## config.mk

```make
export PLATFORM = sky130hd
export DESIGN_NAME = hwpe_stream_sink_misalign_flat
export DESIGN_NICKNAME = d
export VERILOG_FILES = /design/src/rtl/hwpe_stream_sink_misalign_if.sv /design/src/rtl/hwpe_stream_sink_misalign.sv /design/src/flat_wrapper.sv
export SDC_FILE = /design/constraint.sdc
export NUM_CORES = 1
export LEC_CHECK = 0
export ABC_AREA = 1
export BUFFER_PORTS_ARGS = -buffer_cell sky130_fd_sc_hd__buf_4
export CORE_UTILIZATION = 51
export DETAILED_ROUTE_END_ITERATION = 10
export PLACE_DENSITY = 0.88
export SLEW_MARGIN = 20
export SYNTH_ARGS = -nofsm -noshare
export SYNTH_HDL_FRONTEND = slang
export SYNTH_SLANG_ARGS = --single-unit
```

## constraint.sdc

```tcl
create_clock -name clk_i -period 2.2 [get_ports clk_i]
set_clock_uncertainty 0.1 [all_clocks]
set_input_delay 0.44 -clock clk_i [delete_from_list [all_inputs] [get_ports clk_i]]
set_output_delay 0.44 -clock clk_i [all_outputs]
set_load 0.03 [all_outputs]
```

## src/rtl/hwpe_stream_sink_misalign_if.sv

```systemverilog
// rtl/hwpe_stream_sink_misalign_if.sv - valid/ready stream bundle used on both sides of the misaligning sink
interface hwpe_stream_sink_misalign_if #(
  parameter int DATA_WIDTH = 32
) ();
  localparam int NB = DATA_WIDTH / 8;

  logic                  valid;
  logic                  ready;
  logic [DATA_WIDTH-1:0] data;
  logic [NB-1:0]         strb;
  logic                  last;

  modport master (output valid, data, strb, last, input ready);
  modport slave  (input valid, data, strb, last, output ready);
endinterface

```

## src/rtl/hwpe_stream_sink_misalign.sv

```systemverilog
// rtl/hwpe_stream_sink_misalign.sv - shifts aligned stream lines by a byte offset, adding strobes and a flush beat
module hwpe_stream_sink_misalign #(
  parameter  int DATA_WIDTH   = 32,
  parameter  int LENGTH_WIDTH = 16,
  localparam int NB           = DATA_WIDTH / 8,
  localparam int OW           = (NB > 1) ? $clog2(NB) : 1
) (
  input  logic                        clk_i,
  input  logic                        rst_i,
  input  logic                        clear_i,
  input  logic                        cfg_valid_i,
  output logic                        cfg_ready_o,
  input  logic [OW-1:0]               cfg_offset_i,
  input  logic [LENGTH_WIDTH-1:0]     cfg_length_i,
  hwpe_stream_sink_misalign_if.slave  push,
  hwpe_stream_sink_misalign_if.master pop,
  output logic                        busy_o,
  output logic                        line_done_o
);

  localparam int SW = $clog2(DATA_WIDTH) + 1;

  typedef enum logic [1:0] {
    ST_IDLE   = 2'd0,
    ST_STREAM = 2'd1,
    ST_FLUSH  = 2'd2
  } state_t;

  state_t                  r_state;
  logic [OW-1:0]           r_offset;
  logic [LENGTH_WIDTH-1:0] r_length;
  logic [LENGTH_WIDTH-1:0] r_count;
  logic [DATA_WIDTH-1:0]   r_residue;
  logic                    r_cfg_ready;
  logic                    r_busy;
  logic                    r_line_done;

  logic [SW-1:0]           w_lsh;
  logic [SW-1:0]           w_rsh;
  logic [DATA_WIDTH-1:0]   w_shifted;
  logic [DATA_WIDTH-1:0]   w_carry;
  logic [NB-1:0]           w_smask;
  logic                    w_last_in;
  logic                    w_push_hs;
  logic                    w_unused_push;

  // Input lanes are always fully valid, so the upstream strobe/last carry no information here.
  assign w_unused_push = &{push.strb, push.last};

  // Byte shift amounts; the carry is forced to zero at offset 0 to avoid a shift by the full width.
  assign w_lsh     = SW'({r_offset, 3'b000});
  assign w_rsh     = SW'(DATA_WIDTH) - w_lsh;
  assign w_shifted = push.data << w_lsh;
  assign w_carry   = (r_offset == '0) ? '0 : (push.data >> w_rsh);
  assign w_smask   = {NB{1'b1}} << r_offset;
  assign w_last_in = (r_count == (r_length - LENGTH_WIDTH'(1)));
  assign w_push_hs = (r_state == ST_STREAM) && push.valid && pop.ready;

  assign cfg_ready_o = r_cfg_ready;
  assign busy_o      = r_busy;
  assign line_done_o = r_line_done;

  // Line sequencing: config latch, beat counting, residue carry and the registered status outputs.
  always_ff @(posedge clk_i or posedge rst_i) begin
    if (rst_i) begin
      r_state     <= ST_IDLE;
      r_offset    <= '0;
      r_length    <= '0;
      r_count     <= '0;
      r_residue   <= '0;
      r_cfg_ready <= 1'b1;
      r_busy      <= 1'b0;
      r_line_done <= 1'b0;
    end else if (clear_i) begin
      r_state     <= ST_IDLE;
      r_offset    <= '0;
      r_length    <= '0;
      r_count     <= '0;
      r_residue   <= '0;
      r_cfg_ready <= 1'b1;
      r_busy      <= 1'b0;
      r_line_done <= 1'b0;
    end else begin
      r_line_done <= 1'b0;
      case (r_state)
        ST_IDLE: begin
          if (cfg_valid_i) begin
            if (cfg_length_i != '0) begin
              r_offset    <= cfg_offset_i;
              r_length    <= cfg_length_i;
              r_count     <= '0;
              r_residue   <= '0;
              r_state     <= ST_STREAM;
              r_cfg_ready <= 1'b0;
              r_busy      <= 1'b1;
            end else begin
              // Empty line: nothing to emit, just report completion.
              r_line_done <= 1'b1;
            end
          end
        end
        ST_STREAM: begin
          if (w_push_hs) begin
            r_residue <= w_carry;
            r_count   <= r_count + LENGTH_WIDTH'(1);
            if (w_last_in) begin
              if (r_offset == '0) begin
                r_state     <= ST_IDLE;
                r_cfg_ready <= 1'b1;
                r_busy      <= 1'b0;
                r_line_done <= 1'b1;
              end else begin
                r_state <= ST_FLUSH;
              end
            end
          end
        end
        ST_FLUSH: begin
          if (pop.ready) begin
            r_state     <= ST_IDLE;
            r_cfg_ready <= 1'b1;
            r_busy      <= 1'b0;
            r_line_done <= 1'b1;
          end
        end
        default: begin
          r_state     <= ST_IDLE;
          r_cfg_ready <= 1'b1;
          r_busy      <= 1'b0;
        end
      endcase
    end
  end

  // Zero-latency datapath: pass-through handshake while streaming, residue-only beat while flushing.
  always_comb begin
    pop.valid  = 1'b0;
    pop.data   = '0;
    pop.strb   = '0;
    pop.last   = 1'b0;
    push.ready = 1'b0;
    case (r_state)
      ST_STREAM: begin
        pop.valid  = push.valid;
        push.ready = pop.ready;
        pop.data   = w_shifted | r_residue;
        pop.strb   = (r_count == '0) ? w_smask : {NB{1'b1}};
        pop.last   = (r_offset == '0) && w_last_in;
      end
      ST_FLUSH: begin
        pop.valid = 1'b1;
        pop.data  = r_residue;
        pop.strb  = ~w_smask;
        pop.last  = 1'b1;
      end
      default: begin
        pop.valid = 1'b0;
      end
    endcase
  end

endmodule

```

## src/flat_wrapper.sv

```systemverilog
// flat-port wrapper written by rule: the top's interface ports become plain ports
module hwpe_stream_sink_misalign_flat 
#(
  parameter  int DATA_WIDTH   = 32,
  parameter  int LENGTH_WIDTH = 16,
  localparam int NB           = DATA_WIDTH / 8,
  localparam int OW           = (NB > 1) ? $clog2(NB) : 1
)
  (clk_i, rst_i, clear_i, cfg_valid_i, cfg_ready_o, cfg_offset_i, cfg_length_i, busy_o, line_done_o, push_valid, push_data, push_strb, push_last, push_ready, pop_valid, pop_data, pop_strb, pop_last, pop_ready);
  hwpe_stream_sink_misalign_if #(.DATA_WIDTH(DATA_WIDTH)) push_i ();
  hwpe_stream_sink_misalign_if #(.DATA_WIDTH(DATA_WIDTH)) pop_i ();
  input  logic clk_i;
  input  logic rst_i;
  input  logic clear_i;
  input  logic cfg_valid_i;
  output logic cfg_ready_o;
  input  logic [OW-1:0] cfg_offset_i;
  input  logic [LENGTH_WIDTH-1:0] cfg_length_i;
  output logic busy_o;
  output logic line_done_o;
  input wire logic [$bits(push_i.valid)-1:0] push_valid;
  input wire logic [$bits(push_i.data)-1:0] push_data;
  input wire logic [$bits(push_i.strb)-1:0] push_strb;
  input wire logic [$bits(push_i.last)-1:0] push_last;
  output wire logic [$bits(push_i.ready)-1:0] push_ready;
  output wire logic [$bits(pop_i.valid)-1:0] pop_valid;
  output wire logic [$bits(pop_i.data)-1:0] pop_data;
  output wire logic [$bits(pop_i.strb)-1:0] pop_strb;
  output wire logic [$bits(pop_i.last)-1:0] pop_last;
  input wire logic [$bits(pop_i.ready)-1:0] pop_ready;
  assign push_i.valid = push_valid;
  assign push_i.data = push_data;
  assign push_i.strb = push_strb;
  assign push_i.last = push_last;
  assign push_ready = push_i.ready;
  assign pop_valid = pop_i.valid;
  assign pop_data = pop_i.data;
  assign pop_strb = pop_i.strb;
  assign pop_last = pop_i.last;
  assign pop_i.ready = pop_ready;
  hwpe_stream_sink_misalign #(.DATA_WIDTH(DATA_WIDTH), .LENGTH_WIDTH(LENGTH_WIDTH)) u_core (.clk_i(clk_i), .rst_i(rst_i), .clear_i(clear_i), .cfg_valid_i(cfg_valid_i), .cfg_ready_o(cfg_ready_o), .cfg_offset_i(cfg_offset_i), .cfg_length_i(cfg_length_i), .push(push_i), .pop(pop_i), .busy_o(busy_o), .line_done_o(line_done_o));
endmodule
```

==> flow_metrics.py, run 1 <==
metrics = {
    "outcome": {
        "status": "stopped before the end",
        "lastStage": "global routing",
        "tool.error": "[ERROR GRT-0232] Routing congestion too high. Check the congestion heatmap in the GUI.",
    },
    "global_routing": {
        "grt_max_degree": 72,
        "overflow": 36,
        "grt.total_usage_pct": 67.5,
    },
    "placed_design": {
        "dp.cells": 1089,
        "portBuffers": 97,
        "place_congestion": 0.955,
        "dp_hpwl_microns": 13100,
    },
    "floorplanning": {
        "rows": 36,
        "ios": 103,
        "die_y_microns": 104,
        "start_util_pct": 53.6,
        "fp.dieW_microns": 104,
    },
    "synth": {
        "synthArstFlopShare_pct": 100,
        "synth.avg_cell_area_sq_um": 6.63,
        "synth_area_leaders": "dfrtp_1 (33%), nand2_1 (11%), inv_1 (8.7%), o21ai_0 (7.0%), nand3_1 (6.9%)",
        "yosys.area.top_type": "dfrtp_1",
        "synth-edff-count": 0,
        "synthesis.instances": 805,
        "yosysSeqAreaShare_pct": 33.3,
        "synthFlopType": "dfrtp_1",
        "synth_area_sq_um": 5340,
        "synth.distinct_cells": 44,
        "yosys_warnings": 0,
        "ys_ff_latch": 71,
        "yosys.area.top_type_share_pct": 32.8,
        "synth_nets": 876,
    },
    "clock_tree": {
        "cts_max_path_buffers": 2,
        "cts_made_buffers": 9,
        "cts_max_level": 3,
        "cts_hold_buf": 0,
        "cts.sinks": 71,
        "cts_root_buf": "clkbuf_8",
    },
    "sta": {
        "worst_endpoint": "pop_last",
        "worstEndpointType": "output port",
    },
}
through the flow:
step                      setup TNS, ns  util, %  cell area, sq um  setup WS (ns)
after CTS                         -9.81     81.5              8110         -0.630
after detailed placement          -1.30     72.7              7240         -0.408
after global placement           -0.713     72.7              7240         -0.397
after floorplan                  -0.113        -              5770         -0.113
cell families after synthesis:
logic type / after synthesis / share of synthesized area [%]
buffers and inverters: 166 / 12.1
AO/OA/AOI/OAI: 185 / 20.3
flip-flops: 71 / 33.3
adder cells (fa/ha/maj): 10 / 2.34
XOR/XNOR: 11 / 1.80
AND/OR/NAND/NOR: 362 / 30.2
synthesized netlist by cell type, types with 7 or more instances:
cell and count:
a21boi_0 7, dfrtp_1 70, nand2_1 160, clkbuf_1 24
nand3_1 74, a21oi_1 37, nor2_1 79, o21ai_0 75
o2111ai_1 13, nand4_1 14, o22ai_1 33, inv_1 124
ha_1 10
routing by layer:
layer / overflow / GRT usage, %
met5: 0 / 6.19
met3: 0 / 44.0
met4: 14 / 65.9
met1: 1 / 70.5
met2: 21 / 88.6
repair_timing:
action / CTS
buffers inserted: 20
gates resized for setup: 131
pin swaps: 40
cloned: 1
setup endpoints to repair: 40
==> inputs of run 2 (changes only) <==
Settings changed: CORE_UTILIZATION 51 to 40, PLACE_DENSITY 0.88 to default, PLACE_DENSITY_LB_ADDON from default to 0.15.
Clock period 2.2 ns to 2.9 ns, I/O delays scaled along.
==> run 2 against run 1 <==
- the flow now finishes, with violations (setup timing)
- area after synthesis unchanged
- synthesized cell count is the same
==> flow_metrics.py, run 2 <==
metrics = {
    "synth": {
        "synthFlopType": "dfrtp_1",
        "ys_ff_latch": 71,
        "synth.most_common_cell": "nand2_1",
        "synth_commonest_cells": "nand2_1 (160), inv_1 (124), nor2_1 (79)",
        "synth.avg_cell_area_sq_um": 6.63,
        "synth_area_sq_um": 5340,
        "synthArstFlopShare_pct": 100,
        "synthesis.instances": 805,
        "synth_area_leaders": "dfrtp_1 (33%), nand2_1 (11%), inv_1 (8.7%), o21ai_0 (7.0%), nand3_1 (6.9%)",
        "synth-edff-count": 0,
        "yosysSeqAreaShare_pct": 33.3,
        "yosys_warnings": 0,
        "synth.distinct_cells": 44,
        "yosys.area.top_type_share_pct": 32.8,
        "synth_nets": 876,
        "yosys.area.top_type": "dfrtp_1",
    },
    "clock_tree": {
        "cts_max_path_buffers": 2,
        "cts_hold_buf": 0,
        "clkTransAtPathRegs_ns": 0.06,
        "clock_latency_ns": 0.34,
        "cts_made_buffers": 9,
        "cts_tree": "done",
        "cts_max_level": 3,
        "cts_root_buf": "clkbuf_16",
        "cts.sinks": 71,
    },
    "final_layout": {
        "instances_no_fill": 1086,
        "largest_register_ffs": 32,
        "mostFrequentLayoutCells": "nand2_1 (157), inv_1 (119), buf_4 (115), o21ai_0 (75), nand3_1 (73)",
        "drive_gt1_share_pct": 21.7,
        "area_growth_pct": 29.2,
        "largest-register": "u_core.r_residue",
        "design_area_sq_um": 6900,
        "mostFrequentLayoutCell": "nand2_1",
        "antenna_cells": 0,
        "reg_top3": "u_core.r_residue x32, u_core.r_count x16, u_core.r_length x16",
        "layout.nets": 980,
        "fill_cells": 1264,
    },
    "setup_path": {
        "critPathMaxFanout": 3,
        "cp.arrival_ns": 2.29,
        "endpoint_kind": "primary output",
        "critPathLaunchType": "flop",
        "crit_required_ns": 2.22,
        "crit_type": "reg -> out",
    },
    "outcome": {
        "status": "finished with violations",
        "violations": "setup timing",
    },
    "power_and_ir_drop": {
        "power.switching_mw": 2.19,
        "finalPower_mw": 4.94,
        "seqPwrFrac_pct": 23.9,
        "powerDensity_nw_per_um2": 717,
        "p_int_mw": 2.75,
        "peakVddDrop_mv": 0.330,
        "leakage_nw": 3.32,
        "clockPowerShare_pct": 25.8,
        "p_sw_share_pct": 44.3,
        "share_comb_of_total_power_pct": 50.3,
    },
    "sta": {
        "finalHoldViolations": 0,
        "timing.final.setup_violations": 1,
        "relSlewSlack_pct": 28.2,
        "max_freq_mhz": 337,
        "rsz0062_at_grt": "yes",
        "hold_slack_ns": 0.216,
        "postLayoutSetupSlackWorst_ns": -0.0688,
        "finalCritPeriodShare_pct": 102,
        "setup_tns_ns": -0.0688,
        "tightest_slew_ns": 1.07,
        "min_period_ns": 2.97,
        "final_max_slew_viol_count": 0,
    },
    "global_routing": {
        "grt_pass1_vias": 5610,
        "grt.total_usage_pct": 25.6,
        "grt_max_degree": 51,
        "overflow": 0,
        "grt_pass1_wl_microns": 28300,
        "antenna_found_initial": 0,
    },
    "placed_design": {
        "dp.cells": 1057,
        "portBuffers": 97,
        "place_area_sq_um": 6290,
        "place_congestion": 0.944,
        "dp_hpwl_microns": 12800,
    },
    "route": {
        "drt_first_pass_iters": 5,
        "drt-total-wl_microns": 17200,
        "vias_per_cell": 5.44,
        "ant_nets": 0,
        "route.detailed.drc": 0,
        "wl_per_cell_microns": 15.9,
        "vias": 5905,
        "drt_iter0_drc": 452,
    },
    "job": {
        "maxCapViolCount": 0,
    },
    "floorplanning": {
        "start_util_pct": 41.6,
        "die-area_sq_um": 13800,
        "fp.dieW_microns": 118,
        "ios": 103,
        "rows": 41,
        "die_y_microns": 118,
        "coreArea_sq_um": 12800,
    },
    "worst_hold_path": {
        "hp-class": "in -> async",
    },
}
-- run 2: repair_timing --
action                                  4_1_cts  5_1_grt
endpoints found under the hold margin         0        0
setup buffers                                13        1
pin swaps                                     7       11
endpoints found under the setup margin       15       20
gates resized for setup                      10       34
-- run 2: path summary, 6_finish.rpt --
kind                                   endpoint  cells after the start  slack, ns               start
setup / recovery                       pop_last                     16      -0.07  u_core.r_length[1]
hold / removal             u_core.r_residue[13]                      2       0.22               rst_i
setup reg to reg             u_core.line_done_o                     25       0.06  u_core.r_length[1]
hold reg to reg              u_core.cfg_ready_o                      2       0.36  u_core.cfg_ready_o
max in group asynchronous    u_core.cfg_ready_o                      3       1.80               rst_i
min in group clk_i           u_core.cfg_ready_o                      2       0.36  u_core.cfg_ready_o
-- run 2: power by group through the flow --
stage	sequential, mW	clock [mW]	combinational, mW
after floorplan	1.20	0	1.55
after CTS	1.17	1.30	2.39
after detailed placement	1.19	0	2.33
after global placement	1.18	0	2.32
final	1.18	1.28	2.48
after global routing	1.20	1.34	2.72
-- run 2: kinds of logic after synthesis --
group                    Yosys count  synth area share [%]
AO/OA/AOI/OAI                    185                  20.3
XOR/XNOR                          11                  1.80
adder cells (fa/ha/maj)           10                  2.34
buffers and inverters            166                  12.1
flip-flops                        71                  33.3
AND/OR/NAND/NOR                  362                  30.2
-- run 2: worst max-delay path, stage by stage, from the launching register on --
cell	delay [ns]
dfrtp_1	0.39
inv_2	0.09
ha_4	0.21
nand2_2	0.06
inv_2	0.03
nor2_2	0.08
nand2_1	0.08
nor2_1	0.11
nand2_1	0.07
nor2_2	0.08
nand2_1	0.06
nor2_2	0.10
nand2_1	0.07
nor2_2	0.13
nand3_2	0.10
a21oi_2	0.15
buf_6	0.14
-- run 2: area by class of cell --
class	count	area (sq um)	area share, %
multi-input combinational	568	3030	44.0
sequential	71	1780	25.8
timing repair buffer	129	1040	15.1
inverter	130	488	7.08
clock buffer	10	229	3.32
tap	172	215	3.12
clock inverter	6	110	1.60
-- run 2: metal layers --
layer | wire (microns) | vias up | GRT usage (%)
li1 | - | 2885 | -
met1 | 8110 | 2781 | 36.2
met2 | 7710 | 218 | 39.6
met3 | 1160 | 21 | 4.65
met4 | 261 | 0 | 8.09
met5 | 0 | - | 0
-- run 2: through the flow --
stage	setup WS [ns]	util, %
detailed placement	0.104	49.1
floorplan	0.0365	-
global route	-0.212	53.8
CTS	-0.171	52.8
global placement	0.142	49.1
finish	-0.0688	53.8
Power figures use the tool's default switching activity.
==> inputs of run 3 (changes only) <==
==> constraint.sdc (replaced) <==
create_clock -name clk_i -period 3.05 [get_ports clk_i]
set_clock_uncertainty 0.1 [all_clocks]
set_input_delay 0.61 -clock clk_i [delete_from_list [all_inputs] [get_ports clk_i]]
set_output_delay 0.61 -clock clk_i [all_outputs]
set_load 0.02 [all_outputs]
==> run 3 against run 2 <==
- the flow still finishes with violations (setup timing)
- combinational power fell by 12%
- via count fell by 0.49%
- sequential power fell by 6%
- first-iteration DRC count rose by 42%
- highest routed layer unchanged
- critical path type unchanged
- non-clock buffer count fell by 10
- worst hold slack got worse by 0.035 ns
- sequential cell count did not move
==> flow_metrics.py, run 3 (synthesis results as in run 2) <==
metrics = {
    "clock_tree": {
        "cts_tree": "done",
        "cts_hold_buf": 0,
        "cts_made_buffers": 9,
        "clkTransAtPathRegs_ns": 0.06,
        "cts_root_buf": "clkbuf_16",
        "clock_latency_ns": 0.34,
        "cts_max_level": 3,
        "cts.sinks": 71,
        "cts_max_path_buffers": 2,
    },
    "final_layout": {
        "design_area_sq_um": 6670,
        "finalCoreUtilization_pct": 52.0,
        "antenna_cells": 0,
        "reg_top3": "u_core.r_residue x32, u_core.r_count x16, u_core.r_length x16",
        "drive_gt1_share_pct": 18.8,
        "fill_cells": 1266,
        "instances_no_fill": 1076,
        "area_growth_pct": 25.0,
        "largest_register_ffs": 32,
        "largest-register": "u_core.r_residue",
        "mostFrequentLayoutCell": "nand2_1",
        "mostFrequentLayoutCells": "nand2_1 (160), inv_1 (122), buf_4 (116), nor2_1 (75), o21ai_0 (75)",
        "layout.nets": 970,
    },
    "setup_path": {
        "endpoint_kind": "primary output",
        "crit_required_ns": 2.34,
        "critPathLaunchType": "flop",
        "critPathMaxFanout": 3,
        "cp.arrival_ns": 2.48,
        "crit_type": "reg -> out",
    },
    "placed_design": {
        "place_congestion": 0.945,
        "portBuffers": 97,
        "dp_hpwl_microns": 12600,
        "place_area_sq_um": 6270,
        "dp.cells": 1054,
    },
    "floorplanning": {
        "die_y_microns": 118,
        "start_util_pct": 41.6,
        "fp.dieW_microns": 118,
        "ios": 103,
        "die-area_sq_um": 13800,
        "coreArea_sq_um": 12800,
        "rows": 41,
    },
    "route": {
        "drt-total-wl_microns": 17400,
        "highest_layer": "met4",
        "met2_length_microns": 7860,
        "vias": 5876,
        "route.met3.wl_microns": 1370,
        "drt_iter0_drc": 643,
        "wl_per_cell_microns": 16.2,
        "wirelength_met1_microns": 7810,
        "ant_nets": 0,
        "drt_first_pass_iters": 5,
        "route.detailed.drc": 0,
        "vias_per_cell": 5.46,
    },
    "power_and_ir_drop": {
        "powerDensity_nw_per_um2": 668,
        "finalPower_mw": 4.46,
        "leakage_nw": 3.24,
        "peakVddDrop_mv": 0.277,
    },
    "global_routing": {
        "antenna_found_initial": 0,
        "grt_pass1_wl_microns": 28100,
        "grt_max_degree": 68,
        "overflow": 0,
        "grt_pass1_vias": 5602,
        "grt.total_usage_pct": 25.5,
    },
    "sta": {
        "tightest_slew_ns": 0.705,
        "finalCritPeriodShare_pct": 105,
        "finalHoldViolations": 0,
        "max_freq_mhz": 314,
        "relSlewSlack_pct": 53.0,
        "postLayoutSetupSlackWorst_ns": -0.138,
        "final_max_slew_viol_count": 0,
        "rsz0062_at_grt": "yes",
        "min_period_ns": 3.19,
        "timing.final.setup_violations": 1,
    },
    "job": {
        "maxCapViolCount": 0,
    },
    "outcome": {
        "status": "finished with violations",
        "violations": "setup timing",
    },
    "worst_hold_path": {
        "hp-class": "in -> async",
    },
}
run 3: path summary, 6_finish.rpt:
kind                               startpoint              endpoint  slack (ns)  depth (start not counted)
max                        u_core.r_length[0]              pop_last       -0.14                         16
min                                     rst_i  u_core.r_residue[28]        0.18                          2
max reg2reg                 u_core.r_state[1]    u_core.r_count[15]        0.61                         10
min reg2reg                u_core.cfg_ready_o    u_core.cfg_ready_o        0.36                          2
max in group asynchronous               rst_i    u_core.cfg_ready_o        1.99                          3
min in group clk_i         u_core.cfg_ready_o    u_core.cfg_ready_o        0.36                          2
run 3: per-stage QoR:
step,hold slack [ns],setup TNS (ns),setup WS [ns]
2_1_floorplan,0.352,0,0.369
3_3_place_gp,0.352,0,0.279
3_5_place_dp,0.359,0,0.277
4_1_cts,0.184,0,0.000484
5_1_grt,0.218,-0.248,-0.248
6_report,0.181,-0.138,-0.138
run 3: power breakdown:
group	internal [mW]	switching (mW)	total, mW
Combinational	0.725	1.47	2.19
Clock	0.736	0.415	1.15
Sequential	1.04	0.0743	1.11
Total	2.50	1.96	4.46
run 3: critical path: stages (launching register included):
cell and delay, ns:
dfrtp_1 0.39, inv_2 0.10, ha_4 0.21, nand2_1 0.06, inv_1 0.03, nor2_1 0.09, nand2_1 0.09, nor2_1 0.11
nand2_1 0.07, nor2_2 0.11, nand2_1 0.05, nor2_1 0.12, nand2_1 0.08, nor2_2 0.15, nand3_1 0.12, a21oi_2 0.21
buf_6 0.14
run 3: cell type report:
type / count / area [sq um] / area share (%)
Clock buffer: 12 / 246 / 3.69
Tap cell: 172 / 215 / 3.23
Inverter: 130 / 488 / 7.31
Clock inverter: 4 / 70.1 / 1.05
Timing Repair Buffer: 119 / 922 / 13.8
Multi-Input combinational cell: 568 / 2950 / 44.3
Sequential cell: 71 / 1780 / 26.6
run 3: timing repair:
item,CTS,global route
resized for setup,1,9
setup endpoints to repair,1,11
hold endpoints to repair,0,0
buffers inserted,1,5
pin swaps,0,9
run 3: layer usage:
layer,global-route usage [%],vias up
met5,0,-
met4,8.89,0
met3,6.40,27
met2,39.8,250
met1,34.1,2743
li1,-,2856
==> inputs of run 4 (changes only) <==
Settings changed: GPL_TIMING_DRIVEN from default to 0.
==> run 4 against run 3 <==
- sequential share of layout area shrank 0.57 points
- sequential cell count is the same
- maximum frequency grew 6.4%
- largest cell class unchanged
- non-clock buffer count grew 19
- wire length grew 8.7%
- largest power group unchanged
- the run now ends clean
==> flow_metrics.py, run 4 (synthesis results as in run 2) <==
metrics = {
    "setup_path": {
        "crit_path_start": "u_core.r_length[0]",
        "critPathLaunchType": "flop",
        "reg2reg_from": "u_core.r_state[1]",
        "crit_type": "reg -> out",
        "endpoint_kind": "primary output",
        "cp.arrival_ns": 2.29,
        "critPathMaxFanout": 2,
        "crit_required_ns": 2.34,
    },
    "global_routing": {
        "grt.total_usage_pct": 27.9,
        "busiest_layer": "met2",
        "grt_pass1_wl_microns": 29900,
        "grt_util_met3_pct": 5.38,
        "met2_usage_pct": 41.3,
        "met1_usage_pct": 40.0,
        "antenna_found_initial": 0,
        "overflow": 0,
        "grt_max_degree": 52,
        "grt_pass1_vias": 5637,
    },
    "power_and_ir_drop": {
        "seqPwrFrac_pct": 23.9,
        "p_int_mw": 2.53,
        "clockPowerShare_pct": 24.7,
        "powerDensity_nw_per_um2": 683,
        "leakage_nw": 3.29,
        "peakVddDrop_mv": 0.317,
        "power.switching_mw": 2.13,
        "share_comb_of_total_power_pct": 51.4,
        "p_sw_share_pct": 45.6,
    },
    "final_layout": {
        "layout.nets": 989,
        "reg_top3": "u_core.r_residue x32, u_core.r_count x16, u_core.r_length x16",
        "mostFrequentLayoutCell": "nand2_1",
        "largest_register_ffs": 32,
        "design_area_sq_um": 6820,
        "drive_gt1_share_pct": 20.0,
        "area_growth_pct": 27.8,
        "largest-register": "u_core.r_residue",
        "antenna_cells": 0,
        "fill_cells": 1308,
        "finalCoreUtilization_pct": 53.2,
        "mostFrequentLayoutCells": "nand2_1 (157), inv_1 (120), buf_4 (104), o21ai_0 (75), nor2_1 (74)",
    },
    "sta": {
        "rsz0062_at_grt": "yes",
        "finalCritPeriodShare_pct": 98.2,
        "finalHoldViolations": 0,
        "min_period_ns": 3.00,
        "max_freq_mhz": 334,
        "tightest_slew_ns": 0.746,
        "final_max_slew_viol_count": 0,
        "timing.final.setup_violations": 0,
        "setup_tns_ns": 0,
        "relSlewSlack_pct": 49.9,
    },
    "clock_tree": {
        "clock_latency_ns": 0.35,
        "cts.sinks": 71,
        "cts_max_path_buffers": 2,
        "clkTransAtPathRegs_ns": 0.06,
        "cts_made_buffers": 9,
        "cts_root_buf": "clkbuf_16",
        "cts_hold_buf": 0,
        "cts_tree": "done",
        "cts_max_level": 3,
    },
    "floorplanning": {
        "ios": 103,
        "fp.dieW_microns": 118,
        "die_y_microns": 118,
        "start_util_pct": 41.6,
        "coreArea_sq_um": 12800,
        "die-area_sq_um": 13800,
        "rows": 41,
    },
    "job": {
        "maxCapViolCount": 0,
    },
    "placed_design": {
        "portBuffers": 97,
        "dp_hpwl_microns": 13900,
        "place_area_sq_um": 6310,
        "place_congestion": 0.978,
    },
    "route": {
        "vias": 6017,
        "drt-total-wl_microns": 18900,
        "wl_per_cell_microns": 17.3,
        "ant_nets": 0,
        "vias_per_cell": 5.49,
        "route.detailed.drc": 0,
        "drt_first_pass_iters": 5,
        "drt_iter0_drc": 554,
    },
    "worst_hold_path": {
        "hp-class": "in -> async",
    },
    "outcome": {
        "status": "finished clean",
    },
}
==> run 4: cell type report <==
class                           count  area [sq um]  share of cell area (%)
Buffer                             36           203                    2.97
Tap cell                          172           215                    3.15
Clock inverter                      6          85.1                    1.25
Inverter                          130           490                    7.19
Timing Repair Buffer              102           802                    11.8
Clock buffer                       10           229                    3.36
Sequential cell                    71          1780                    26.1
Multi-Input combinational cell    568          3020                    44.3
==> run 4: repair_timing <==
action	4_1_cts	5_1_grt
resized for setup	27	25
pin swaps	1	4
setup endpoints to repair	35	28
buffers inserted	2	2
==> run 4: final timing paths <==
kind,to,slack [ns],cells past startpoint
worst max register to register,u_core.r_residue[25],0.33,12
worst min-delay path,u_core.r_count[0],0.12,2
worst min register to register,u_core.cfg_ready_o,0.36,2
max in group asynchronous,u_core.cfg_ready_o,2.11,3
min in group clk_i,u_core.cfg_ready_o,0.36,2
worst max-delay path,pop_last,0.05,16
==> run 4: power by group through the flow <==
stage               clock network (mW)  registers (mW)  logic, mW
finish                            1.15            1.12       2.39
global route                      1.21            1.13       2.59
CTS                               1.16            1.11       2.25
detailed placement                   0            1.13       2.16
global placement                     0            1.13       2.15
floorplan                            0            1.13       1.41
==> run 4: worst max-delay path, stage by stage (launching register included) <==
cell and delay [ns]:
dfrtp_1 0.39, inv_2 0.08, ha_4 0.21, nand2_2 0.06, inv_2 0.03, nor2_1 0.07, nand2_1 0.08, nor2_1 0.10
nand2_1 0.07, nor2_2 0.10, nand2_1 0.06, nor2_1 0.09, nand2_1 0.10, nor2_4 0.13, nand3_2 0.09, a21oi_2 0.16
buf_6 0.13
==> run 4: metrics by stage <==
step	hold WS (ns)	setup WS, ns	std cells	total power [mW]
2_1_floorplan	0.352	0.369	805	2.53
3_3_place_gp	0.355	-0.554	1074	3.28
3_5_place_dp	0.364	-0.519	1075	3.29
4_1_cts	0.122	0.00942	1093	4.53
5_1_grt	0.134	-0.165	1095	4.92
6_report	0.118	0.0546	1095	4.66
==> run 4: routing by layer <==
layer | vias up | part of all wire (%)
li1 | 2899 | -
met1 | 2778 | 46
met2 | 300 | 42
met3 | 40 | 8.1
met4 | 0 | 3.2
met5 | - | 0
